### src/rtl/max_pool_pkg.sv
// Shared types, default geometry and helpers for the streaming max-pool stage.
package max_pool_pkg;

  localparam int unsigned DEF_BITWIDTH = 8;
  localparam int unsigned DEF_IMG_W    = 8;
  localparam int unsigned DEF_IMG_H    = 8;
  localparam int unsigned DEF_K        = 2;

  localparam int unsigned POOL_W = DEF_IMG_W / DEF_K;
  localparam int unsigned COL_W  = $clog2(DEF_IMG_W);
  localparam int unsigned ROW_W  = $clog2(DEF_IMG_H);

  typedef logic [DEF_BITWIDTH-1:0] pix_t;

  function automatic pix_t pmax(input pix_t a, input pix_t b);
    return (a > b) ? a : b;
  endfunction

endpackage

### src/rtl/pool_row_buffer.sv
// Row buffer of per-window partial maxima: one synchronous write port, one asynchronous read port.
module pool_row_buffer #(
  parameter int unsigned DEPTH = 4,
  parameter int unsigned WIDTH = 8,
  parameter int unsigned AW    = 2
) (
  input  logic             clk,
  input  logic             we,
  input  logic [AW-1:0]    waddr,
  input  logic [WIDTH-1:0] wdata,
  input  logic [AW-1:0]    raddr,
  output logic [WIDTH-1:0] rdata
);

  logic [WIDTH-1:0] mem [DEPTH];

  always_ff @(posedge clk) begin
    if (we) mem[waddr] <= wdata;
  end

  assign rdata = mem[raddr];

endmodule

### src/rtl/max_pool_stream_2d.sv
// Streaming KxK stride-K max-pool: horizontal running max, row buffer of partials, one output register.
module max_pool_stream_2d
  import max_pool_pkg::*;
#(
  parameter int unsigned BITWIDTH = DEF_BITWIDTH,
  parameter int unsigned IMG_W    = DEF_IMG_W,
  parameter int unsigned IMG_H    = DEF_IMG_H,
  parameter int unsigned K        = DEF_K
) (
  input  logic                clk,
  input  logic                rstn,
  input  logic                clear,
  input  logic                in_valid,
  output logic                in_ready,
  input  logic [BITWIDTH-1:0] in_data,
  output logic                out_valid,
  input  logic                out_ready,
  output logic [BITWIDTH-1:0] out_data,
  output logic                out_last
);

  localparam int unsigned POOL_N   = IMG_W / K;
  localparam int unsigned COL_BITS = (IMG_W > 1) ? $clog2(IMG_W) : 1;
  localparam int unsigned ROW_BITS = (IMG_H > 1) ? $clog2(IMG_H) : 1;
  localparam int unsigned AW       = (POOL_N > 1) ? $clog2(POOL_N) : 1;

  function automatic logic [BITWIDTH-1:0] vmax(input logic [BITWIDTH-1:0] a,
                                               input logic [BITWIDTH-1:0] b);
    return (a > b) ? a : b;
  endfunction

  logic [COL_BITS-1:0] col;
  logic [ROW_BITS-1:0] row;
  logic [BITWIDTH-1:0] hmax;

  logic                accept, close, last_col, last_row;
  logic                wr_en;
  int unsigned         kx, ky;
  logic [AW-1:0]       wx;
  logic [BITWIDTH-1:0] h, rb_rd, wr_data, pooled;

  assign in_ready = !clear && (!out_valid || out_ready);
  assign accept   = in_valid && in_ready;

  always_comb begin
    kx       = 32'(col) % K;
    ky       = 32'(row) % K;
    wx       = AW'(32'(col) / K);
    last_col = (col == COL_BITS'(IMG_W - 1));
    last_row = (row == ROW_BITS'(IMG_H - 1));
    h        = (kx == 0) ? in_data : vmax(hmax, in_data);
    close    = accept && (kx == K - 1);
    pooled   = vmax(rb_rd, h);
    wr_en    = close && (ky != K - 1);
    wr_data  = (ky == 0) ? h : pooled;
  end

  pool_row_buffer #(
    .DEPTH (POOL_N),
    .WIDTH (BITWIDTH),
    .AW    (AW)
  ) u_row_buffer (
    .clk   (clk),
    .we    (wr_en),
    .waddr (wx),
    .wdata (wr_data),
    .raddr (wx),
    .rdata (rb_rd)
  );

  always_ff @(posedge clk or negedge rstn) begin
    if (!rstn) begin
      col       <= '0;
      row       <= '0;
      hmax      <= '0;
      out_valid <= 1'b0;
      out_data  <= '0;
      out_last  <= 1'b0;
    end else if (clear) begin
      col       <= '0;
      row       <= '0;
      hmax      <= '0;
      out_valid <= 1'b0;
      out_last  <= 1'b0;
    end else begin
      if (accept) begin
        hmax <= h;
        if (last_col) begin
          col <= '0;
          row <= last_row ? '0 : row + 1'b1;
        end else begin
          col <= col + 1'b1;
        end
      end
      // A bottom-row close reloads the register even while it drains, keeping out_valid high.
      if (close && (ky == K - 1)) begin
        out_valid <= 1'b1;
        out_data  <= pooled;
        out_last  <= last_row && last_col;
      end else if (out_valid && out_ready) begin
        out_valid <= 1'b0;
        out_last  <= 1'b0;
      end
    end
  end

endmodule

### config.mk
export PLATFORM = sky130hd
export DESIGN_NAME = max_pool_stream_2d
export DESIGN_NICKNAME = d
export VERILOG_FILES = /design/src/rtl/max_pool_pkg.sv /design/src/rtl/pool_row_buffer.sv /design/src/rtl/max_pool_stream_2d.sv
export SDC_FILE = /design/constraint.sdc
export NUM_CORES = 1
export LEC_CHECK = 0
export ABC_AREA = 0
export CAP_MARGIN = 20
export CORE_MARGIN = 2
export CORE_UTILIZATION = 62
export CTS_CLUSTER_DIAMETER = 40
export DETAILED_ROUTE_END_ITERATION = 8
export GPL_TIMING_DRIVEN = 0
export HOLD_SLACK_MARGIN = 0.03
export PLACE_DENSITY = 0.94
export SKIP_LAST_GASP = 1
export SLEW_MARGIN = 20
export SYNTH_ARGS = -nofsm -noshare
export SYNTH_HDL_FRONTEND = slang
export SYNTH_SLANG_ARGS = --single-unit
### constraint.sdc
create_clock -name clk -period 6.35 [get_ports clk]
set_input_delay 1.905 -clock clk [delete_from_list [all_inputs] [get_ports clk]]
set_output_delay 1.905 -clock clk [all_outputs]
set_load 0.05 [all_outputs]
# ---- Word level (Yosys, flattened, before mapping)
# Memory sizes are Yosys's and may differ from the RTL's.
# Cells that the tools add are included.
# Widths: inputs -> output; s select.
dict set report word_totals {
  inputBits 13
  output_inout_bits 11
  wordCells 52
  n_memories 1
  regBits 24
  ramBits 32
}
# name words word_bits rd rd_ports_with_merged_regs write_ports line_no
set mem_list {}
lappend mem_list {u_row_buffer.mem 4 8 1 0 1 pool_row_buffer.sv:15} ;# logic [WIDTH-1:0] mem [DEPTH];
dict set report classes {
  eq_ne 2
  mux 20
  reduce_logical 17
  order_cmp 2
  n_addsub 2
  n_bitwise 2
}
# cell count
set op_table {}
lappend op_table {{$logic_not 32->1} 2}
lappend op_table {{$mux 8} 6}
lappend op_table {{$mux 3} 7}
lappend op_table {{$gt 8x8->1} 2}
lappend op_table {{$logic_and 1x1->1} 7}
lappend op_table {{$mux 1} 7}
lappend op_table {{$add 3x1->3 const B} 2}
lappend op_table {{$eq 3x3->1 const B} 2}
lappend op_table {{$reduce_and 2->1} 2}
lappend op_table {{$reduce_bool 2->1} 2}
lappend op_table {{$reduce_bool 3->1} 1}
lappend op_table {{$logic_not 1->1} 2}
lappend op_table {{$not 1->1} 2}
lappend op_table {{$logic_or 1x1->1} 1}

# ---- Logic depth before layout (Yosys ltp)
# Gate-level depths: netlist of the first run.
dict set report depth {
  ltp_word 8
  mapped_depth 18
  depth_no_buf 16
}

# ---- Modules after synthesis
# A second synthesis of the first run with hierarchy kept.
dict set report unflattened {
  cells_unflattened 241
  area_unflattened_um2 2989.1
}
# module instances seq_area_each_um2 area_each_um2 cells_each
set modules_own_cells {}
lappend modules_own_cells {max_pool_stream_2d 1 600.6 1800.5 195}
lappend modules_own_cells {pool_row_buffer 1 960.9 1188.6 46}

# ---- Worst setup path before layout of the first run
# Ideal clock, no wire load.
dict set report synth_path {
  path_kind {input to register}
  startpoint {in in_data[5]}
  endpoint {mem u_row_buffer.mem[0][3] (data pin)}
  setup_ns 0.183
  stages 17
  setup_slack_ns 0.777
  arrival_time_ns 5.390
  path_buffers 1
  required_ns 6.167
  path_cell_list {inv_1 ha_1 a211o_1 o211ai_2 nand4_2 nand2_1 mux2i_1 ha_1 a21oi_1 nor2b_1 o21ai_0 nand2b_1 a221o_1 a32o_1 clkbuf_1 o21ai_4 mux2i_1}
}
dict set report synth_between {
  elab_chain_cells 6
}
# item line_no
set synth_lines {}
lappend synth_lines {{start: declaration} max_pool_stream_2d.sv:15} ;# input logic [BITWIDTH-1:0] in_data,
lappend synth_lines {{$gt 8x8->1} max_pool_stream_2d.sv:29} ;# return (a > b) ? a : b;
lappend synth_lines {{$mux 8} max_pool_stream_2d.sv:29}
lappend synth_lines {{$mux 8 *} max_pool_stream_2d.sv:51} ;# h = (kx == 0) ? in_data : vmax(hmax, in_data);
lappend synth_lines {{$gt 8x8->1} max_pool_stream_2d.sv:29}
lappend synth_lines {{$mux 8} max_pool_stream_2d.sv:29}
lappend synth_lines {{$mux 8 *} max_pool_stream_2d.sv:55} ;# wr_data = (ky == 0) ? h : pooled;
lappend synth_lines {{via u_row_buffer.wdata[3]} pool_row_buffer.sv:10} ;# input logic [WIDTH-1:0] wdata,
lappend synth_lines {{end: declaration} pool_row_buffer.sv:15}
# The timed path passes the listed nets; every way through them passes the cells marked *.

# ---- Worst setup path in the final report of the first run
dict set report layout_path {
  startpoint {in in_data[6]}
  endpoint {mem u_row_buffer.mem[0][4] (data pin)}
}
# Same word-level chain as after synthesis.

==> results of run 1 <==
routing by layer:
layer,track usage (%),vias up
li1,-,983
met1,31.1,1017
met2,43.2,49
met3,5.35,9
met4,7.27,0
met5,0,-
cells in the mapped netlist (2+ instances only):
library cell / n / area (µm²)
sky130_fd_sc_hd__o21a_1: 2 / 15.0
sky130_fd_sc_hd__nor2b_1: 3 / 18.8
sky130_fd_sc_hd__nor2_1: 8 / 30.0
sky130_fd_sc_hd__or3_4: 2 / 22.5
sky130_fd_sc_hd__nand3_1: 5 / 25.0
sky130_fd_sc_hd__mux2_2: 2 / 22.5
sky130_fd_sc_hd__nor3_1: 2 / 10.0
sky130_fd_sc_hd__nand4_1: 2 / 12.5
sky130_fd_sc_hd__a32o_1: 2 / 20.0
sky130_fd_sc_hd__o21ai_0: 16 / 80.1
sky130_fd_sc_hd__ha_1: 18 / 225
sky130_fd_sc_hd__a21oi_1: 8 / 40.0
sky130_fd_sc_hd__clkbuf_1: 10 / 37.5
sky130_fd_sc_hd__o211ai_2: 8 / 100
sky130_fd_sc_hd__and3_1: 3 / 18.8
sky130_fd_sc_hd__a221o_1: 2 / 20.0
sky130_fd_sc_hd__o211ai_1: 7 / 52.6
sky130_fd_sc_hd__nand2b_1: 2 / 12.5
sky130_fd_sc_hd__inv_1: 17 / 63.8
sky130_fd_sc_hd__dfrtp_1: 24 / 601
sky130_fd_sc_hd__mux2i_1: 15 / 150
sky130_fd_sc_hd__edfxtp_1: 32 / 961
sky130_fd_sc_hd__nand2_1: 24 / 90.1
sky130_fd_sc_hd__nand3b_1: 12 / 90.1
sky130_fd_sc_hd__buf_6: 2 / 22.5
sky130_fd_sc_hd__mux4_2: 6 / 135
final cells by class:
type | instances | area [µm²]
clock inverters | 3 | 26.3
flip-flops and latches | 56 | 1560
inverters | 17 | 63.8
clock buffers | 5 | 68.8
fillers | 320 | 1220
plain buffers | 12 | 60.1
multi-input cells | 162 | 1370
repair buffers | 24 | 245
well taps | 54 | 67.6
cells by family (layout without fill, tap and decap cells):
family | after synthesis | count (layout) | share of synthesized area (%)
simple gates | 71 | 71 | 13.2
compound gates | 50 | 50 | 12.7
buf+inv | 29 | 61 | 4.14
flops | 56 | 56 | 52.1
mux | 23 | 23 | 10.3
fa+ha+maj | 18 | 18 | 7.52
what timing repair did:
action                                  in CTS  in global routing
resized for setup                            3                 10
setup buffers                                0                  1
pin swaps                                    0                  1
endpoints found under the setup margin      32                 33
flip-flops by register name, indices dropped and copies added, names as in the netlist:
signal and cells:
hmax 8, out_valid 1, row 3, u_row_buffer.mem 32
out_data 8, out_last 1, col 3
worst max-delay path by stage:
stage                                            end  slack [ns]        from
global route        u_row_buffer.mem[2][5]$_DFFE_PP_       -0.03  in_data[5]
floorplan           u_row_buffer.mem[0][3]$_DFFE_PP_        0.78  in_data[5]
global placement    u_row_buffer.mem[2][3]$_DFFE_PP_       -0.25  in_data[5]
detailed placement  u_row_buffer.mem[0][3]$_DFFE_PP_       -0.44  in_data[5]
finish              u_row_buffer.mem[0][4]$_DFFE_PP_        0.20  in_data[6]
CTS                 u_row_buffer.mem[0][3]$_DFFE_PP_        0.02  in_data[5]
power by group:
group          leakage (nW)  internal [mW]  switching [mW]
Combinational         0.776         0.0382          0.0562
Clock                0.0491         0.0813           0.121
Sequential            0.616          0.391         0.00484
tightest hold or removal path, delay by kind of cell (launching register included):
kind               cells  cell delay (ns)
AOI/OAI and AO/OA      1             0.06
DFF                    1             0.36
and+or+nand+nor        1             0.05
==> impl_summary.md, run 1 <==
Final layout
The number of antenna diodes is 0. The number of nets in the layout is 309. Leaving out fill and tap cells, the most frequent cell in the layout is sky130_fd_sc_hd__edfxtp_1. The final instance count without filler cells is 333. The area growth from synthesis to layout is 15.7%. The top cell types in the final layout, fill and taps aside, are sky130_fd_sc_hd__edfxtp_1 (32), sky130_fd_sc_hd__dfrtp_1 (24), sky130_fd_sc_hd__nand2_1 (23). The proportion of layout cells with a drive suffix above 1 is 17.6%. Cells fill 73.9% of the core in the end. Once layout is done, the placed cells without fillers occupy 0.00347 mm².

Timing
For the pin with the worst max-slew slack, the measured transition is 0.716 ns. The max-slew violation count came to 0. The final critical path time including I/O delays and setup is 6.15 ns. For the final routed database, the setup TNS stands at 0 ns.

The worst clock skew is 0.0136 ns. The headroom to the max-slew limit is 52.1%. The total setup violations reported at the end of the flow is 0.

For this run, the top clock speed supported by timing is 0.162 GHz. The worst path meets setup with 0.195 ns of slack. The minimum hold slack is 0.496 ns. The post-route clock period utilization is 96.9%. The hold violation count in the final report is 0.

Floorplanning
The total area inside the core boundary comes to 0.00469 mm². For this design the top-level I/O count stands at 24. The initial utilization of the core area, before any placement, comes to 63.8%. Measured along the x axis, the die boundary spans 73.5 µm.

The floorplan die area is 0.00540 mm². The floorplan has 25 rows. The die is 73.5 µm tall.

Route
The routed via count divided by cell count is 6.18. The number of design rule violations left after detail routing is 0. The detailed router placed 2058 vias in this run. The routed length per instance is 19.0 µm. For this block, the routed nets add up to 6320 µm of wire. In the final routing, the length of wire on met1 measures 2790 µm. The first routing iteration left 136 violations. Wire segments on met2 add up to 3240 µm in the final route. The post-route antenna net violation count is 0. The met3 layer wire length in the routed design is 213 µm. The number of iterations in the first detailed-routing pass is 4.

The top layer used by detailed routing is met4.

Placed design
The number of instances in the placed design is 324. The total half-perimeter wirelength after legalization and detailed placement is 4550 µm. The port buffer count is 23. The worst slack after detailed placement is -0.444 ns.

The weighted congestion reported at the end of routability-driven placement is 0.790. Once placement finished, the instance area stood at 0.00330 mm².

Pwr
In this run the power density over the cells is 200 mW/mm². The overall power of the completed layout is 0.693 mW. The maximum VDD drop is 0.185 mV. The leakage power summed over all cells is 1.44 nW.

Clock network
TritonCTS built the clock tree. The clock net in this run drives a total of 56 sinks. The clock reaches the later pin of the worst-skew pair after 0.32 ns. CTS built an H-tree with a depth of 2.

Clock-pin slew was measured on the worst setup and hold paths at 0.11 ns. The tree is rooted in a sky130_fd_sc_hd__clkbuf_8. The deepest clock path buffer count is 2. The number of hold-repair buffers added at the cts stage is 0. The total CTS buffers is 5.

Hold path
For hold timing, the worst endpoint is out_data[1]$_DFFE_PN0P_. Counting instances, the worst hold path has a depth of 2. The worst min-delay path class is reg -> reg.

In this run the most critical hold path is launched from out_data[1]$_DFFE_PN0P_.

Critical path
The endpoint type of the worst setup path is a flop. The slack of the worst reg-to-reg path is 1.91 ns. The arrival time of the worst setup path is 6.26 ns. In this run the critical register-to-register path is captured at u_row_buffer.mem[0][4]$_DFFE_PP_. The top cell family by delay on the critical path is compound AO/OA/AOI/OAI gates. The slowest cell on the critical path is sky130_fd_sc_hd__clkdlybuf4s50_1. For the worst setup path, the data required time is 6.46 ns. By startpoint and endpoint, the worst setup path is classified as in -> reg. STA classifies the critical path startpoint as a primary input. The count of buffer and inverter cells on the critical path is 4.

The largest stage delay on the critical path is 0.51 ns. The worst reg-to-reg path cell count is 16. The critical path runs through a total of 18 cells. Of all nets on the critical path, the largest fanout is 9. The signal on the critical path passes through clkdlybuf4s50_1, inv_1, ha_1, nand4_1, o21ai_0, a31oi_2, nand2_4, mux2i_2, ha_1, and3_1, nand3_1, nor2_1, a221o_1, a32o_1, clkbuf_1, o21ai_4, buf_12, mux2i_2. In this run the critical register-to-register path is launched from hmax[5]$_DFFE_PN0P_.

Logic synthesis
The count of yosys warnings during synthesis is 0. The mapped netlist covers 0.00300 mm². When the netlist entered floorplanning its net count stood at 278. Synthesis produced a netlist whose cell count is 247. After synthesis the netlist holds a flip-flop and latch count of 56.

Averaged over all synthesized cells, the footprint is 12.1 µm². After synthesis, the netlist uses 39 different library cells. The share of synthesized registers carrying an async set or reset is 42.9%. Among all flip-flop cells after synthesis, the most frequent one is sky130_fd_sc_hd__edfxtp_1. Yosys mapped a number of flops with a built-in enable equal to 32. The post-synthesis sequential area ratio is 52.1%.

GRT
The wire length of the first global-routing pass is 9920 µm. Global routing used 24.8% of the available tracks across all layers. The total overflow reported by the global router is 0.

The number of global-route vias before repair is 2121. Entering global routing, the biggest net connects 25 pins. The number of antenna violations at the first check in global routing is 0.

Outcome
The flow ran to the end, and the final reports show no timing, DRC or antenna violations.

Flow run
The number of maximum-capacitance violations is 0.
No activity file was read; power rests on OpenSTA's default activity.
==> inputs of run 2 (changes only) <==
Settings changed: SKIP_CTS_REPAIR_TIMING set to 1.
==> impl_summary.md, run 2 (synthesis gave the netlist of run 1 again) <==
Placed design
The total half-perimeter wirelength after legalization and detailed placement is 4550 µm. The weighted congestion reported at the end of routability-driven placement is 0.790. The port buffer count is 23.

Critical path
Walking the worst path, the cells encountered are clkdlybuf4s50_1, inv_1, ha_1, nand4_1, o21ai_0, a31oi_2, nand2_4, mux2i_2, ha_1, and3_1, nand3_1, nor2_1, a221o_1, a32o_1, clkbuf_1, o21ai_4, buf_12, mux2i_2. The worst setup path is launched from a primary input. In this design, the stage delay of the slowest critical-path cell is 0.51 ns. The worst setup path is captured at a flop. The capture point of the worst reg-to-reg path is u_row_buffer.mem[0][4]$_DFFE_PP_. The startpoint identified for the worst register-to-register timing path is hmax[5]$_DFFE_PN0P_. The worst register-to-register path has a setup slack of 1.91 ns. The slowest cell on the critical path is sky130_fd_sc_hd__clkdlybuf4s50_1. Of all nets on the critical path, the largest fanout is 9. The critical path start-end classification is in -> reg. Data on the critical path is required at its endpoint by 6.46 ns. Counting cells, the worst reg-to-reg path comes to 16. The arrival time of the worst setup path is 6.26 ns.

Route
In the routed layout, each cell is associated on average with a via count of 6.17. The total routed wirelength is 6300 µm. Summed over all nets, wire length on met3 after detailed routing comes to 222 µm.

Across all layers, the routed design uses 2056 vias. The first TritonRoute pass finished after 4 iterations. The routed length per instance is 18.9 µm.

The number of design rule violations left after detail routing is 0. The top layer used by detailed routing is met4. In the final routing, the length of wire on met1 measures 2800 µm. After detailed routing, the met2 layer carries 3190 µm of wire. The post-route antenna net violation count is 0. The number of DRC markers after the initial detailed-route iteration is 151.

Timing
After layout, the minimum clock period comes to 6.15 ns. The total setup violations reported at the end of the flow is 0. At the pin with the least slew margin, the transition time is 0.716 ns. In this run the tightest slew margin relative to its limit is 52.1%. The hold violation count in the final report is 0. The worst path uses 96.9% of the clock period.

On the final layout, the worst clock skew is 0.0138 ns. The minimum hold slack is 0.497 ns. The fmax is 0.163 GHz. The max-slew violation count is 0.

The setup total negative slack is 0 ns.

Floorplanning
The chip height is 73.5 µm. The number of standard-cell rows in the floorplan is 25. The die covers 0.00540 mm².

24 I/O pins were placed. The die is 73.5 µm wide. The initial cell density of the core is 63.8%. The region available for standard cell placement spans 0.00469 mm².

Final layout
The top cell types in the final layout, fill and taps aside, are sky130_fd_sc_hd__edfxtp_1 (32), sky130_fd_sc_hd__dfrtp_1 (24), sky130_fd_sc_hd__nand2_1 (23). The filler cells instantiated in the layout total 320. The commonest non-fill, non-tap cell in the layout is sky130_fd_sc_hd__edfxtp_1. Ranked by flip-flop count, first place goes to u_row_buffer.mem.

From synthesis to final layout, the design area changed by 15.7%. 0 antenna diodes ended up in the layout. The number of nets in the layout is 309.

The flip-flop count of the largest register after layout is 32. The largest registers in the layout are u_row_buffer.mem: 32 flops, hmax: 8 flops, out_data: 8 flops. In the final layout, the share of cells above drive strength 1 is 17.6%.

The final standard cell utilization of the core is 73.9%.

Hold path
The worst hold path terminates at out_data[1]$_DFFE_PN0P_. The cell depth of the worst min-delay path is 2. The worst hold path belongs to the class reg -> reg. The startpoint identified for the worst hold timing path is out_data[1]$_DFFE_PN0P_.

Clock network
TritonCTS built the clock tree. At the later pin of the worst-skew pair, clock insertion delay measures 0.32 ns. Clock tree synthesis found a total of 56 sinks. CTS built an H-tree with a depth of 2. In this run, CTS created clock tree buffers numbering 5. After clock tree synthesis, the clock-pin slew on the worst setup and hold paths is 0.11 ns. The tree is rooted in a sky130_fd_sc_hd__clkbuf_8. The deepest clock path buffer count is 2.

GRT
The wire length of the first global-routing pass is 9830 µm. The number of global-route vias before repair is 2102. Entering global routing, the biggest net connects 25 pins. The number of antenna violations at the first check in global routing is 0.

Across every metal layer, demand over resource in global routing totals 24.5%. Global routing finished with a remaining overflow of 0.

Flow run
Max-cap violations in this run came to 0.

Pwr
The maximum VDD drop is 0.185 mV. In this run the static leakage power is 1.44 nW. The power density of the placed cells is 200 mW/mm².

The overall power of the completed layout is 0.693 mW.

Outcome
The flow ran to the end, and the final reports show no timing, DRC or antenna violations.
-- run 2: how the worst max path moves through the flow --
stage                from                               end  cells past startpoint
2_1_floorplan  in_data[5]  u_row_buffer.mem[0][3]$_DFFE_PP_                     17
3_3_place_gp   in_data[5]  u_row_buffer.mem[2][3]$_DFFE_PP_                     18
3_5_place_dp   in_data[5]  u_row_buffer.mem[0][3]$_DFFE_PP_                     18
4_1_cts        in_data[5]  u_row_buffer.mem[0][3]$_DFFE_PP_                     18
5_1_grt        in_data[5]  u_row_buffer.mem[2][5]$_DFFE_PP_                     19
6_report       in_data[6]  u_row_buffer.mem[0][4]$_DFFE_PP_                     18
-- run 2: area by class of cell --
type / instances / area [µm²] / share of cell area, %
sequential: 56 / 1560 / 45.0
multi-input combinational: 162 / 1370 / 39.6
timing repair buffer: 24 / 245 / 7.07
clock buffer: 5 / 68.8 / 1.98
tap: 54 / 67.6 / 1.95
inverter: 17 / 63.8 / 1.84
buffer: 12 / 60.1 / 1.73
clock inverter: 3 / 26.3 / 0.758
-- run 2: metal layers --
layer  global-route usage (%)  vias up
li1                         -      983
met2                     42.5       50
met4                     7.27        0
met5                        0        -
met3                     5.21       11
met1                     31.0     1012
-- run 2: per-stage QoR --
stage	cell area (µm²)	setup slack [ns]	instances
detailed placement	3300	-0.444	324
global route	3470	-0.0275	333
CTS	3400	-0.175	332
finish	3470	0.197	333
floorplan	3000	0.777	247
global placement	3290	-0.255	324
-- run 2: power by group --
part           switching [mW]  leakage, nW  internal [mW]
clock                   0.121       0.0491         0.0813
combinational          0.0562        0.776         0.0382
sequential            0.00485        0.616          0.391
-- run 2: critical path: cells and delay by family --
| family | cells | cell delay, ns |
|---|---|---|
| and+or+nand+nor | 5 | 0.73 |
| adders and majority gates | 2 | 0.63 |
| muxes | 2 | 0.72 |
| AOI/OAI and AO/OA | 5 | 1.28 |
| buffers and inverters | 4 | 0.97 |
